===== src/rtl/mmio_uart_tx.sv =====
// mmio_uart_tx: memory-mapped 8N1 UART transmitter on the mips byte bus.
// The processor pushes bytes into a small TX FIFO through TXDATA. The serialiser
// drains the FIFO onto tx, LSB first, with one start bit and one stop bit.
// Register map at BASE: +0 TXDATA (W), +1 STATUS (R), +2 CTRL (R/W), +3 reserved.
module mmio_uart_tx #(
    parameter int               WIDTH        = 8,
    parameter logic [WIDTH-1:0] BASE         = 8'hF0,
    parameter int               CLKS_PER_BIT = 16,
    parameter int               DEPTH        = 4
) (
    input  logic             clk,
    input  logic             reset,
    input  logic             memread,
    input  logic             memwrite,
    input  logic [WIDTH-1:0] adr,
    input  logic [WIDTH-1:0] writedata,
    output logic [WIDTH-1:0] rdata,
    output logic             rsel,
    output logic             tx
);

    localparam int PTR_W  = $clog2(DEPTH);
    localparam int CNT_W  = $clog2(DEPTH + 1);
    localparam int BAUD_W = $clog2(CLKS_PER_BIT);
    localparam int IDX_W  = (WIDTH > 1) ? $clog2(WIDTH) : 1;

    localparam logic [CNT_W-1:0]  FULL_CNT  = CNT_W'(DEPTH);
    localparam logic [BAUD_W-1:0] BAUD_LAST = BAUD_W'(CLKS_PER_BIT - 1);
    localparam logic [IDX_W-1:0]  IDX_LAST  = IDX_W'(WIDTH - 1);

    localparam logic [1:0] S_IDLE  = 2'd0;
    localparam logic [1:0] S_START = 2'd1;
    localparam logic [1:0] S_DATA  = 2'd2;
    localparam logic [1:0] S_STOP  = 2'd3;

    // Register state
    logic [1:0]        state_q,   state_d;
    logic [BAUD_W-1:0] baud_cnt_q, baud_cnt_d;
    logic [IDX_W-1:0]  bit_idx_q, bit_idx_d;
    logic [WIDTH-1:0]  shift_q,   shift_d;
    logic              tx_q,      tx_d;
    logic [PTR_W-1:0]  wr_ptr_q,  wr_ptr_d;
    logic [PTR_W-1:0]  rd_ptr_q,  rd_ptr_d;
    logic [CNT_W-1:0]  count_q,   count_d;
    logic              ovf_q,     ovf_d;
    logic              enable_q,  enable_d;
    logic              rsel_q,    rsel_d;
    logic [WIDTH-1:0]  rdata_q,   rdata_d;

    logic [WIDTH-1:0]  fifo_mem [DEPTH];

    // Bus decode
    logic       hit;
    logic [1:0] off;
    logic       wr_txdata, wr_ctrl, flush;
    logic       full, empty, busy;
    logic       push, pop;
    logic [WIDTH-1:0] status_val, ctrl_val;

    assign hit       = (adr[WIDTH-1:2] == BASE[WIDTH-1:2]);
    assign off       = adr[1:0];
    assign wr_txdata = memwrite && hit && (off == 2'd0);
    assign wr_ctrl   = memwrite && hit && (off == 2'd2);
    assign flush     = wr_ctrl && writedata[1];

    assign full  = (count_q == FULL_CNT);
    assign empty = (count_q == '0);
    assign busy  = (state_q != S_IDLE);

    // A push into a full FIFO is dropped even if the serialiser pops that cycle.
    assign push = wr_txdata && !full;
    assign pop  = (state_q == S_IDLE) && enable_q && !empty;

    assign status_val = {{(WIDTH-4){1'b0}}, ovf_q, busy, empty, full};
    assign ctrl_val   = {{(WIDTH-1){1'b0}}, enable_q};

    // Next-state logic for the FIFO bookkeeping, register file, read port and serialiser.
    always_comb begin
        // NOTE: every _d starts as its _q so no path through the case/if tree leaves a
        // variable unassigned, which would otherwise infer a latch.
        state_d    = state_q;
        baud_cnt_d = baud_cnt_q;
        bit_idx_d  = bit_idx_q;
        shift_d    = shift_q;
        tx_d       = tx_q;
        wr_ptr_d   = wr_ptr_q;
        rd_ptr_d   = rd_ptr_q;
        count_d    = count_q;
        ovf_d      = ovf_q;
        enable_d   = enable_q;
        rsel_d     = 1'b0;
        rdata_d    = '0;

        // Reads sample the registers before any same-cycle write lands.
        if (memread && hit) begin
            rsel_d = 1'b1;
            case (off)
                2'd1:    rdata_d = status_val;
                2'd2:    rdata_d = ctrl_val;
                default: rdata_d = '0;
            endcase
        end

        if (wr_txdata && full) ovf_d = 1'b1;
        if (wr_ctrl) enable_d = writedata[0];

        // Pointers wrap naturally because DEPTH is a power of two.
        if (flush) begin
            wr_ptr_d = '0;
            rd_ptr_d = '0;
            count_d  = '0;
            ovf_d    = 1'b0;
        end else begin
            if (push) wr_ptr_d = wr_ptr_q + PTR_W'(1);
            if (pop)  rd_ptr_d = rd_ptr_q + PTR_W'(1);
            case ({push, pop})
                2'b10:   count_d = count_q + CNT_W'(1);
                2'b01:   count_d = count_q - CNT_W'(1);
                default: count_d = count_q;
            endcase
        end

        // Serialiser: tx_d is the line level for the cycle after this edge.
        case (state_q)
            S_IDLE: begin
                tx_d = 1'b1;
                if (pop) begin
                    shift_d    = fifo_mem[rd_ptr_q];
                    baud_cnt_d = '0;
                    tx_d       = 1'b0;
                    state_d    = S_START;
                end
            end
            S_START: begin
                if (baud_cnt_q == BAUD_LAST) begin
                    baud_cnt_d = '0;
                    bit_idx_d  = '0;
                    tx_d       = shift_q[0];
                    state_d    = S_DATA;
                end else begin
                    baud_cnt_d = baud_cnt_q + BAUD_W'(1);
                end
            end
            S_DATA: begin
                if (baud_cnt_q == BAUD_LAST) begin
                    baud_cnt_d = '0;
                    if (bit_idx_q == IDX_LAST) begin
                        tx_d    = 1'b1;
                        state_d = S_STOP;
                    end else begin
                        bit_idx_d = bit_idx_q + IDX_W'(1);
                        shift_d   = shift_q >> 1;
                        tx_d      = shift_q[1];
                    end
                end else begin
                    baud_cnt_d = baud_cnt_q + BAUD_W'(1);
                end
            end
            S_STOP: begin
                tx_d = 1'b1;
                if (baud_cnt_q == BAUD_LAST) begin
                    baud_cnt_d = '0;
                    state_d    = S_IDLE;
                end else begin
                    baud_cnt_d = baud_cnt_q + BAUD_W'(1);
                end
            end
            default: begin
                tx_d    = 1'b1;
                state_d = S_IDLE;
            end
        endcase
    end

    // State registers with synchronous reset; a reset mid-frame drops the line high at once.
    always_ff @(posedge clk) begin
        // NOTE: sequential state uses non-blocking assignments so every register samples
        // the pre-edge values regardless of statement order.
        if (reset) begin
            state_q    <= S_IDLE;
            baud_cnt_q <= '0;
            bit_idx_q  <= '0;
            shift_q    <= '0;
            tx_q       <= 1'b1;
            wr_ptr_q   <= '0;
            rd_ptr_q   <= '0;
            count_q    <= '0;
            ovf_q      <= 1'b0;
            enable_q   <= 1'b1;
            rsel_q     <= 1'b0;
            rdata_q    <= '0;
        end else begin
            state_q    <= state_d;
            baud_cnt_q <= baud_cnt_d;
            bit_idx_q  <= bit_idx_d;
            shift_q    <= shift_d;
            tx_q       <= tx_d;
            wr_ptr_q   <= wr_ptr_d;
            rd_ptr_q   <= rd_ptr_d;
            count_q    <= count_d;
            ovf_q      <= ovf_d;
            enable_q   <= enable_d;
            rsel_q     <= rsel_d;
            rdata_q    <= rdata_d;
        end
    end

    // FIFO storage write port.
    always_ff @(posedge clk) begin
        // NOTE: the storage array is deliberately not reset; count/pointers define which
        // entries are valid, so clearing the data would only cost logic.
        if (push) fifo_mem[wr_ptr_q] <= writedata;
    end

    assign tx    = tx_q;
    assign rsel  = rsel_q;
    assign rdata = rdata_q;

endmodule

===== config.mk =====
export PLATFORM = sky130hd
export DESIGN_NAME = mmio_uart_tx
export DESIGN_NICKNAME = d
export VERILOG_FILES = /design/src/rtl/mmio_uart_tx.sv
export SDC_FILE = /design/constraint.sdc
export NUM_CORES = 1
export LEC_CHECK = 0
export CAP_MARGIN = 20
export CORE_ASPECT_RATIO = 1.25
export CORE_MARGIN = 3
export CORE_UTILIZATION = 50
export CTS_BUF_LIST = sky130_fd_sc_hd__clkbuf_16
export CTS_CLUSTER_SIZE = 10
export DETAILED_ROUTE_END_ITERATION = 10
export GPL_ROUTABILITY_DRIVEN = 0
export GPL_TIMING_DRIVEN = 0
export HOLD_SLACK_MARGIN = 0.08
export PLACE_DENSITY = 0.74
export SLEW_MARGIN = 20
export SYNTH_ARGS = -nofsm -noshare
export SYNTH_HDL_FRONTEND = slang
export SYNTH_SLANG_ARGS = --single-unit

===== constraint.sdc =====
create_clock -name clk -period 2.22 [get_ports clk]
set_input_delay 0.222 -clock clk [delete_from_list [all_inputs] [get_ports clk]]
set_output_delay 0.222 -clock clk [all_outputs]
set_load 0.03 [all_outputs]

==> metrics, run 1 <==
Die Width=75.5 um; most frequent cells in the layout=32 x edfxtp_1, 31 x dfxtp_1, 26 x nor2_1; Rel. slew slack=0.633; Slew Limit Fails=0; Total GRT Usage=0.176; Clock Sinks=66; crit end category=flop; Sequential Power Share=0.405; Post-synth EDFFs=32; R2R Path Start=state_q[0]; met2 GRT Util=0.289; fmax=482 MHz; RSZ-0062 raised after global routing=no; synthesized flop and latch total=66; Final nets=322; Setup Crit Path Kind=input pin to flop; DRC=0; grt met1 use=0.203; GRT busiest layer=met2; number of global-route vias before repair=1,930; Final Cell Area=3750 um2; layout cells sized above 1=0.221; sequential share of the synthesized area=0.544; Power Density=905 nW/um2; Initial Util=0.518; min-delay src=adr[1]; Leak=0.00143 uW; initial antenna violation count=0; Syn. warnings=0; largest net degree at the start of global routing=15; Final ANT Viol Nets=0; P&R area growth vs syn=24.2%; hold_buf cts=0; initial DRC count=72; DR WL/cell=15.1 um; Clock Latency Late Sink=330 ps; CP Max Fanout=3; Clock Skew=5.07 ps; # fillers=432; outcome=finished clean; CTS max path bufs=2; Critical Path Source=adr[0]; Sw Ratio=0.264; Syn Area/Cell=12.5 um2; setup TNS=0 ps; Final Hold Viols=0; first-pass GRT wire length=9.05 mm; boundary pin count=30; Worst EP arrival=2350 ps; Port Buffers=25; Worst EP required=2490 ps; Least-Margin Pin Slew=550 ps; Max Cap Viol=0; crit start category=input pin; Main synth FF type=dfxtp_1; Peak VDD IR=0.796 mV; clk slew on worst S/H paths=60 ps; hpwl dp=3.53 mm; internal power=2490 uW; Syn Inst Count=242; Ant. Diodes=0; CTS buffer count=9; vias per cell=5.40; Hold WC Path Type=input pin to flop; Comb pwr share=0.167; number of placement rows=31; chip height=92.8 um; Vias=1,924; most common cell after layout, fill and taps aside=edfxtp_1; overall die area=7010 um2; H-tree depth=3; Clock power frac=0.428; Routed WL=5.37 mm; M3 GR Usage=0.0586; post-layout min period=2070 ps; grt total ovfl=0; Synth cell types=50; Pre-antenna DRT Iters=4; Setup-failing EPs final=0; period utilization=0.934; Post-synth ARST share=0; synthesized area=3020 um2; placed instance area=3360 um2; core box area=5820 um2; switching pwr=896 uW; CTS tree=done; Root Driver=clkbuf_16
cells in the mapped netlist (3+ instances only):
library cell | instances | share of area
mux4_2 | 8 | 0.060
a211oi_1 | 5 | 0.012
dfxtp_1 | 34 | 0.23
edfxtp_1 | 32 | 0.32
o21ai_0 | 7 | 0.012
a21oi_1 | 7 | 0.012
xor2_1 | 3 | 0.0087
nor2_1 | 26 | 0.032
buf_2 | 4 | 0.0066
nor2_2 | 3 | 0.0062
inv_1 | 12 | 0.015
xnor2_1 | 3 | 0.0087
clkbuf_1 | 3 | 0.0037
ha_1 | 16 | 0.066
buf_4 | 4 | 0.010
nand2_1 | 14 | 0.017
mux2i_1 | 12 | 0.040
a211oi_2 | 3 | 0.012
nor3_1 | 4 | 0.0066
and2_1 | 6 | 0.012
layer usage:
| metal | up-vias | wire (um) |
|---|---|---|
| met2 | 19 | 2860 |
| met5 | - | 0 |
| met1 | 936 | 2270 |
| met4 | 0 | 95 |
| li1 | 959 | - |
| met3 | 10 | 145 |
path summary, 6_finish.rpt:
kind	endpoint	slack, ps	depth (start not counted)
min reg2reg	baud_cnt_q[1]	480	2
max	count_q[1]	150	12
min	rdata[0]	400	4
max reg2reg	count_q[2]	170	11
state kept, by name, indices dropped and copies added, names as in the netlist, named ones only:
signal	count
baud_cnt_q	4
bit_idx_q	3
count_q	3
enable_q	1
fifo_mem	32
ovf_q	1
rd_ptr_q	2
rdata	4
rsel	1
shift_q	8
state_q	2
tx	1
wr_ptr_q	2
timing repair:
action | CTS | global route
endpoints found under the setup margin | 2 | 2
buffers inserted | 0 | 5
resized for setup | 2 | 17
pin swaps | 0 | 4
gates cloned | 0 | 0
area by class of cell:
| class | count | area, um2 | share of cell area |
|---|---|---|---|
| clock inverters | 7 | 83.8 | 0.0224 |
| multi-input cells | 153 | 1290 | 0.345 |
| plain buffers | 12 | 78.8 | 0.0210 |
| clock buffers | 9 | 225 | 0.0601 |
| inverters | 13 | 48.8 | 0.0130 |
| well taps | 66 | 82.6 | 0.0220 |
| flip-flops and latches | 66 | 1650 | 0.439 |
| repair buffers | 30 | 290 | 0.0775 |
logic make-up (layout without fill, tap and decap cells):
logic type	count (synthesis)	count (layout)	synth area share
AOI/OAI and AO/OA	34	34	0.0850
xor gates and xnor gates	6	6	0.0174
adders and majority gates	17	17	0.0730
buffers and inverters	26	71	0.0419
DFF	66	66	0.544
muxes	20	20	0.0995
other	1	4	0.00124
and+or+nand+nor	72	72	0.138
per-stage QoR:
stage / setup WS, ps / power, uW / util / cells / hold WS, ps
2_1_floorplan: 56.6 / 1810 / - / 245 / 321
3_3_place_gp: -182 / 1920 / 0.578 / 336 / 456
3_5_place_dp: -217 / 1940 / 0.578 / 336 / 467
4_1_cts: 14.4 / 3410 / 0.634 / 352 / 456
5_1_grt: 18.5 / 3560 / 0.644 / 356 / 431
6_report: 147 / 3390 / 0.644 / 356 / 401
worst max-delay path, stage by stage:
cell,delay (ps)
clkdlybuf4s50_1,440
inv_2,80
ha_2,180
nand2_2,80
nor4_4,350
inv_1,80
ha_2,200
inv_1,70
fa_2,420
nor2_1,90
a21oi_1,40
nor2_1,80
power by group through the flow:
| stage | Clock, uW | Combinational (uW) | Sequential, uW |
|---|---|---|---|
| global route | 1540 | 638 | 1380 |
| floorplan | 0 | 428 | 1380 |
| detailed placement | 0 | 553 | 1380 |
| global placement | 0 | 540 | 1380 |
| finish | 1450 | 566 | 1370 |
| CTS | 1480 | 568 | 1360 |
No activity file was read; power rests on OpenSTA's default activity.
==> run 2: changes to the inputs <==
--- a/config.mk
+++ b/config.mk
@@ -15,7 +15,7 @@
 export GPL_ROUTABILITY_DRIVEN = 0
 export GPL_TIMING_DRIVEN = 0
 export HOLD_SLACK_MARGIN = 0.08
-export PLACE_DENSITY = 0.74
+export PLACE_DENSITY = 0.71
 export SLEW_MARGIN = 20
 export SYNTH_ARGS = -nofsm -noshare
 export SYNTH_HDL_FRONTEND = slang
==> constraint.sdc (replaced) <==
create_clock -name clk -period 2 [get_ports clk]
set_input_delay 0.2 -clock clk [delete_from_list [all_inputs] [get_ports clk]]
set_output_delay 0.2 -clock clk [all_outputs]
set_load 0.03 [all_outputs]
==> metrics, run 2 (synthesis gave the netlist of run 1 again) <==
Routed WL=5.50 mm (+2.4%); CP Max Fanout=8 (+5); core box area=5820 um2 (unchanged); Least-Margin Pin Slew=582 ps (+32.0 ps); biggest regs=fifo_mem: 32 flops, shift_q: 8 flops; Root Driver=clkbuf_16; CTS max path bufs=2 (unchanged); H-tree depth=3 (unchanged); Worst EP arrival=2240 ps (-110 ps); most common cell after layout, fill and taps aside=edfxtp_1; pre-CTS setup slack=-427 ps (-210 ps); DR WL/cell=15.1 um (+0.43%); Hold Path Cell Cnt=4 (unchanged); chip height=92.8 um (unchanged); Ant. Diodes=0 (unchanged); vias per cell=5.35 (-1.0%); CP max stage delay=340 ps (-100 ps); largest net degree at the start of global routing=14 (-1); CTS buffer count=9 (unchanged); Top reg by flops=fifo_mem; initial DRC count=117 (+63%); Rel. slew slack=0.612 (-0.0213); RSZ-0062 raised after global routing=yes; period utilization=1.01; P&R area growth vs syn=27.7%; Final nets=329 (+2.2%); placed instance area=3390 um2 (+1.0%); Leak=0.00149 uW (+4.2%); Setup-failing EPs final=1 (+1); first-pass GRT wire length=8.99 mm (-0.68%); dpl cells=336 (unchanged); Vias=1,942 (+0.94%); crit end category=flop; max FFs per register=32 (unchanged); Total GRT Usage=0.174 (-0.00133); Non-Filler Instances=363 (+2.0%); Final Cell Area=3850 um2 (+2.8%); Worst EP required=2220 ps (-270 ps); CTS tree=done; Pre-antenna DRT Iters=4 (unchanged); Final WS setup=-28.9 ps (-176 ps); hold_buf cts=0 (unchanged); post-layout min period=2030 ps; number of placement rows=31 (unchanged); worst-path cell chain=inv_2, ha_1, clkbuf_8, o311a_4, ha_4, inv_1, fa_2, xor2_1, nor2_1, xnor2_1, nor2_1; Final Hold Viols=0 (unchanged); Clock Sinks=66 (unchanged); Setup Crit Path Kind=flop to flop; CP max stage cell=dfxtp_2; DRC=0 (unchanged); number of global-route vias before repair=1,880 (-2.6%); Max Cap Viol=0 (unchanged); Initial Util=0.518 (unchanged); overall die area=7010 um2 (unchanged); final core utilization=0.662 (+0.0183); Hold WC Path Type=input pin to flop; Final ANT Viol Nets=0 (unchanged); Worst path most repeated cell=nor2_1; Power Density=1020 nW/um2 (+13%); failing checks=negative setup slack; most frequent cells in the layout=32 x edfxtp_1, 31 x dfxtp_1, 26 x nor2_1; layout cells sized above 1=0.256 (+0.0352); Slew Limit Fails=0 (unchanged); Peak VDD IR=0.658 mV (-17%); initial antenna violation count=0 (unchanged); Fin Hold WS=367 ps (-33.5 ps); crit start category=flop; Clock Skew=5.74 ps (+0.668 ps); fmax=493 MHz; boundary pin count=30 (unchanged); clk slew on worst S/H paths=60 ps (about the same); outcome=finished, violations left; Clock Latency Late Sink=330 ps (about the same); Reg2Reg Depth=11 (unchanged); # fillers=421 (-2.5%); grt total ovfl=0 (unchanged); hpwl dp=3.63 mm (+2.8%); Die Width=75.5 um (unchanged); Port Buffers=25 (unchanged)
==> run 2: cell types whose count changed in the layout (fill, tap and decap cells not counted), sizes merged <==
cell	before	now
clkdlybuf4s50	24	22
clkinv	1	2
clkinvlp	1	2
bufinv	1	2
dlymetal6s2s	1	3
inv	17	14
buf	14	20
clkbuf	12	13
==> run 2: critical path: cells and delay by family, from the launching register on <==
| family | cells | cell delay [ps] |
|---|---|---|
| compound gates | 1 | 210 |
| simple gates | 2 | 190 |
| fa+ha+maj | 3 | 630 |
| flops | 1 | 340 |
| xor+xnor | 2 | 280 |
| buf+inv | 3 | 270 |
==> run 2: stage by stage <==
stage                     TNS, ps  power (uW)
after floorplan                 0        2030
after global placement      -4620        2160
after detailed placement    -5890        2170
after CTS                    -124        3870
after global routing         -166        4100
final                       -28.9        3920
==> run 2: per-layer routing <==
layer,part of all wire,global-route usage,vias up
li1,-,-,972
met2,0.51,0.269,29
met3,0.029,0.0337,8
met1,0.44,0.219,933
met5,0,0,-
met4,0.016,0.109,0
==> run 2: area by class of cell <==
type	instances	area [um2]	share of cell area
multi-input combinational	153	1330	0.344
timing repair buffer	36	338	0.0877
tap	66	82.6	0.0214
clock inverter	7	101	0.0263
clock buffer	9	225	0.0584
sequential	66	1650	0.427
inverter	13	48.8	0.0127
buffer	13	86.3	0.0224
==> run 2: where the power goes <==
| group | switching [uW] | internal, uW |
|---|---|---|
| Sequential | 36.8 | 1480 |
| Clock | 591 | 1100 |
| Combinational | 359 | 365 |
| Total | 986 | 2940 |
==> run 2: final timing paths <==
| path | from | endpoint | slack, ps |
|---|---|---|---|
| worst max register to register | state_q[0] | count_q[2] | -30 |
| worst min register to register | baud_cnt_q[1] | baud_cnt_q[1] | 470 |
| worst min-delay path | adr[1] | rdata[0] | 370 |
| worst max-delay path | state_q[0] | count_q[2] | -30 |
==> run 2: what timing repair did <==
item | in CTS | in global routing
setup buffers | 2 | 8
gates cloned | 0 | 1
setup endpoints to repair | 5 | 33
pin swaps | 2 | 5
resized for setup | 3 | 17
==> RTL change 1: new RTL, settings of run 1 <==
`WIDTH`: 8 -> 16.
--- a/src/rtl/mmio_uart_tx.sv
+++ b/src/rtl/mmio_uart_tx.sv
@@ -3,7 +3,7 @@
 // drains the FIFO onto tx, LSB first, with one start bit and one stop bit.
 // Register map at BASE: +0 TXDATA (W), +1 STATUS (R), +2 CTRL (R/W), +3 reserved.
 module mmio_uart_tx #(
-    parameter int               WIDTH        = 8,
+    parameter int               WIDTH        = 16,
     parameter logic [WIDTH-1:0] BASE         = 8'hF0,
     parameter int               CLKS_PER_BIT = 16,
     parameter int               DEPTH        = 4
Interface: changed (resized adr, rdata and writedata); port bits go from 30 to 54. The function was not compared with the original's and may differ.
==> RTL change 1 against run 1 <==
  * Routed wire length up 66%
  * Cell area up 56%
  * Clock power up 9%
  * Total power up 14%
  * Sequential cell count up 41
  * Worst setup slack worse by 0.061 ns
  * Combinational power down 69%
  * Global-route usage down 0.75 points
  * Sequential power up 53%
  * Highest routed layer unchanged
  * Non-clock buffer count up 37
  * First-iteration DRC count up 140%
  * Synthesized area up 59%
  * Fmax down 2.9%
  * Largest power group is now sequential cells
==> RTL change 1: results (changes against run 1) <==
| Metric | Value |
|---|---|
| Status | finished clean |
| Fillers | 695 (+61%) |
| Peak supply drop | 0.506 mV (-36%) |
| Post-DP Area | 0.00541 mm² (+61%) |
| Share of cells above drive strength 1 | 22.4% (+0.33 points) |
| Met1 usage | 22.1% (+1.8 points) |
| FF-to-FF setup slack | 0.09 ns (-0.08 ns) |
| Slowest cell on the critical path | or3b_4 |
| Fraction of area in multi-input gates | 31.0% (-3.5 points) |
| HP Start | reset |
| Biggest regs | fifo_mem: 64 flops, shift_q: 16 flops |
| Area of the multi-input gates | 0.00181 mm² (+40%) |
| Worst r2r path cells | 10 (-1) |
| Comb. pwr | 0.000177 W (-69%) |
| Clock latency on the worst-skew pair | 0.35 ns (+0.02 ns) |
| Count leader, synth | edfxtp_1 |
| Cells on Worst Hold Path | 2 (-2) |
| Vias/cell | 5.38 (-0.36%) |
| Clock network area share | 5.18% (-3.1 points) |
| Startpoint Class | register |
| Seq/Total Area, Yosys | 57.9% (+3.4 points) |
| Worst Path Max Fanout | 4 (+1) |
| Syn Area/Cell | 13.4 µm² (+7.2%) |
| CTS resizes | 14 (+12) |
| DP HPWL | 5.91 mm (+68%) |
| Seq pwr share | 54.4% (+14 points) |
| M3 GR Usage | 3.25% (-2.6 points) |
RTL change 1: changes by cell type after synthesis, moves of 8 or more:
cell       before  now
and2_1          6   16
inv_1          12   28
dfxtp_1        34   43
nor2_1         26   15
a211oi_1        5   13
mux4_2          8   16
a2111oi_0       0    8
mux2i_1        12    1
buf_4           4   14
edfxtp_1       32   64
RTL change 1: kinds of logic (layout without fill, tap and decap cells):
group	after synthesis	in the layout	synth area share, %
flops	107	107	57.9
simple gates	82	82	9.50
compound gates	68	68	12.3
buf+inv	62	124	7.00
mux	17	17	7.70
fa+ha+maj	16	16	4.32
xor+xnor	7	7	1.27
other cells	1	12	0.0780
RTL change 1: through the flow:
stage	setup slack [ns]	hold slack [ns]	std cells	total power (W)
floorplan	0.0126	0.321	371	0.00223
global placement	-0.686	0.426	534	0.00231
detailed placement	-0.728	0.431	534	0.00231
CTS	0.0241	0.319	551	0.00387
global route	-0.0101	0.374	556	0.00398
finish	0.0865	0.318	556	0.00386
==> RTL change 2: new RTL, settings of run 1 <==
Made on the original files. Make the reset (`reset`) asynchronous in one clocked block. Comments in the files are not updated.
--- a/src/rtl/mmio_uart_tx.sv
+++ b/src/rtl/mmio_uart_tx.sv
@@ -173,7 +173,7 @@
     end
 
     // State registers with synchronous reset; a reset mid-frame drops the line high at once.
-    always_ff @(posedge clk) begin
+    always_ff @(posedge clk or posedge reset) begin
         // NOTE: sequential state uses non-blocking assignments so every register samples
         // the pre-edge values regardless of statement order.
         if (reset) begin
Behaviour: differs if reset is asserted again (counterexample within 4 cycles, from zero or initial values and one cycle with reset high); with reset held inactive, the same outputs for 10 cycles.
==> RTL change 2 against run 1 <==
  * Sequential cell count decreased by 2
  * Synthesized cell count decreased by 11%
  * Via count is 7.9% lower
  * Synthesized area increased by 1.4%
  * Combinational power up 64%
  * Sequential share of layout area increased by 2.9 points
  * Cell area is 0.50% higher
  * Clock skew is essentially flat
  * Fmax shrank 1.6%
  * Worst setup slack worse by 0.033 ns
  * Total power grew 17%
  * Routed wire length is 3.4% lower
  * First-iteration DRC count down 13%
  * Critical endpoint is now count_q[1]$_DFFE_PP0P_
  * Highest routed layer unchanged
==> RTL change 2: results (changes against run 1) <==
| Metric | Value |
|---|---|
| Status | finished clean |
| Synth cell count leaders | edfxtp_1 (32), dfrtp_1 (30), ha_1 (15) |
| Ys flop type | edfxtp_1 |
| Leakage | 1.51 nW (+6.1%) |
| Synth Area in Adders | 6.79% (-0.51 points) |
| Seq/Total Area, Yosys | 57.7% (+3.3 points) |
| CTS resizes | 0 (-2) |
| DRT met1 WL | 2.21 mm (-2.9%) |
| Worst Path Max Fanout | 7 (+4) |
| Pre-CTS setup slack | -0.285 ns (-0.0681 ns) |
| First-pass GRT wire length | 8.94 mm (-1.3%) |
| FF-to-FF setup slack | 0.11 ns (-0.06 ns) |
| DP HPWL | 3.67 mm (+4.1%) |
| Largest net degree at the start of global routing | 33 (+18) |
| Initial drt markers | 63 (-13%) |
| Slew @ Worst Pin | 0.673 ns (+0.123 ns) |
| Worst clock skew | 0.00493 ns (-0.000142 ns) |
| Routed wl met3 | 144 µm (-0.69%) |
| Peak supply drop | 0.709 mV (-11%) |
| Final WL | 5.19 mm (-3.4%) |
| Yosys cell types | 52 (+4.0%) |
| Nets | 293 (-9.0%) |
| Fillers | 441 (+2.1%) |
| Vias in the first global route | 1839 (-4.7%) |
| Hold Crit Class | primary input to asynchronous set/reset pin |
| Synth Area in XOR/XNOR | 0.859% (-0.88 points) |
| Top post-synthesis cells by area | edfxtp_1 (31%), dfrtp_1 (25%), ha_1 (6.1%) |
==> RTL change 2: cell types whose count changed in the layout (fill, tap and decap cells not counted), sizes merged, moves of 7 or more <==
cell	before	now
dfrtp	0	30
a211oi	9	0
dfxtp	34	0
mux2	0	17
nor2	29	9
mux2i	12	5
==> RTL change 2: cells by family after synthesis <==
family          count (synthesis)
compound gates                 30
xor+xnor                        3
fa+ha+maj                      16
buf+inv                        20
flops                          64
mux                            30
other cells                     1
simple gates                   52
==> RTL change 2: power by group <==
| group | leakage [nW] | internal, W | switching (W) |
|---|---|---|---|
| Combinational | 0.667 | 0.000489 | 0.000438 |
| Sequential | 0.686 | 0.00142 | 0.000117 |
| Clock | 0.160 | 0.000993 | 0.000518 |
==> RTL change 2: final cells by class <==
class / count / area share, %
sequential: 64 / 46.8
tap: 82 / 2.72
clock inverter: 7 / 2.76
multi-input combinational: 135 / 32.0
timing repair buffer: 27 / 7.04
inverter: 10 / 0.997
buffer: 10 / 1.63
clock buffer: 9 / 5.98
==> RTL change 2: per-stage QoR <==
stage,instance area (µm²),total power [W],setup TNS [ns],hold WS [ns],instances
after floorplan,3070,0.00227,0,0.321,219
after global placement,3420,0.00246,-4.05,0.484,326
after detailed placement,3420,0.00249,-6.19,0.489,326
after CTS,3750,0.00402,0,0.343,342
after global routing,3770,0.00421,0,0.387,344
final,3770,0.00397,0,0.318,344
==> RTL change 2: path summary, 6_finish.rpt <==
| path | start | end | cells after the start |
|---|---|---|---|
| worst max-delay path | state_q[0]$_DFFE_PP0P_ | count_q[1]$_DFFE_PP0P_ | 7 |
| worst min-delay path | reset | rdata[1]$_DFF_PP0_ | 2 |
| worst max register to register | state_q[0]$_DFFE_PP0P_ | count_q[1]$_DFFE_PP0P_ | 7 |
| max in group asynchronous | reset | shift_q[3]$_DFFE_PP0P_ | 2 |
| min in group clk | shift_q[7]$_DFFE_PP0P_ | shift_q[7]$_DFFE_PP0P_ | 1 |
| worst min register to register | shift_q[7]$_DFFE_PP0P_ | shift_q[7]$_DFFE_PP0P_ | 1 |
==> RTL change 2: worst reg2reg max path: stages (launching register included) <==
cell      delay (ns)
dfrtp_1         0.41
inv_1           0.12
ha_1            0.30
o311a_4         0.30
o31a_2          0.23
fa_1            0.43
o211ai_1        0.10
o31ai_1         0.09
==> RTL change 2: routing by layer <==
metal | track usage (%) | up-vias
met3 | 4.62 | 7
met2 | 28.7 | 20
li1 | - | 877
met1 | 19.6 | 868
met4 | 7.70 | 0
met5 | 0 | -
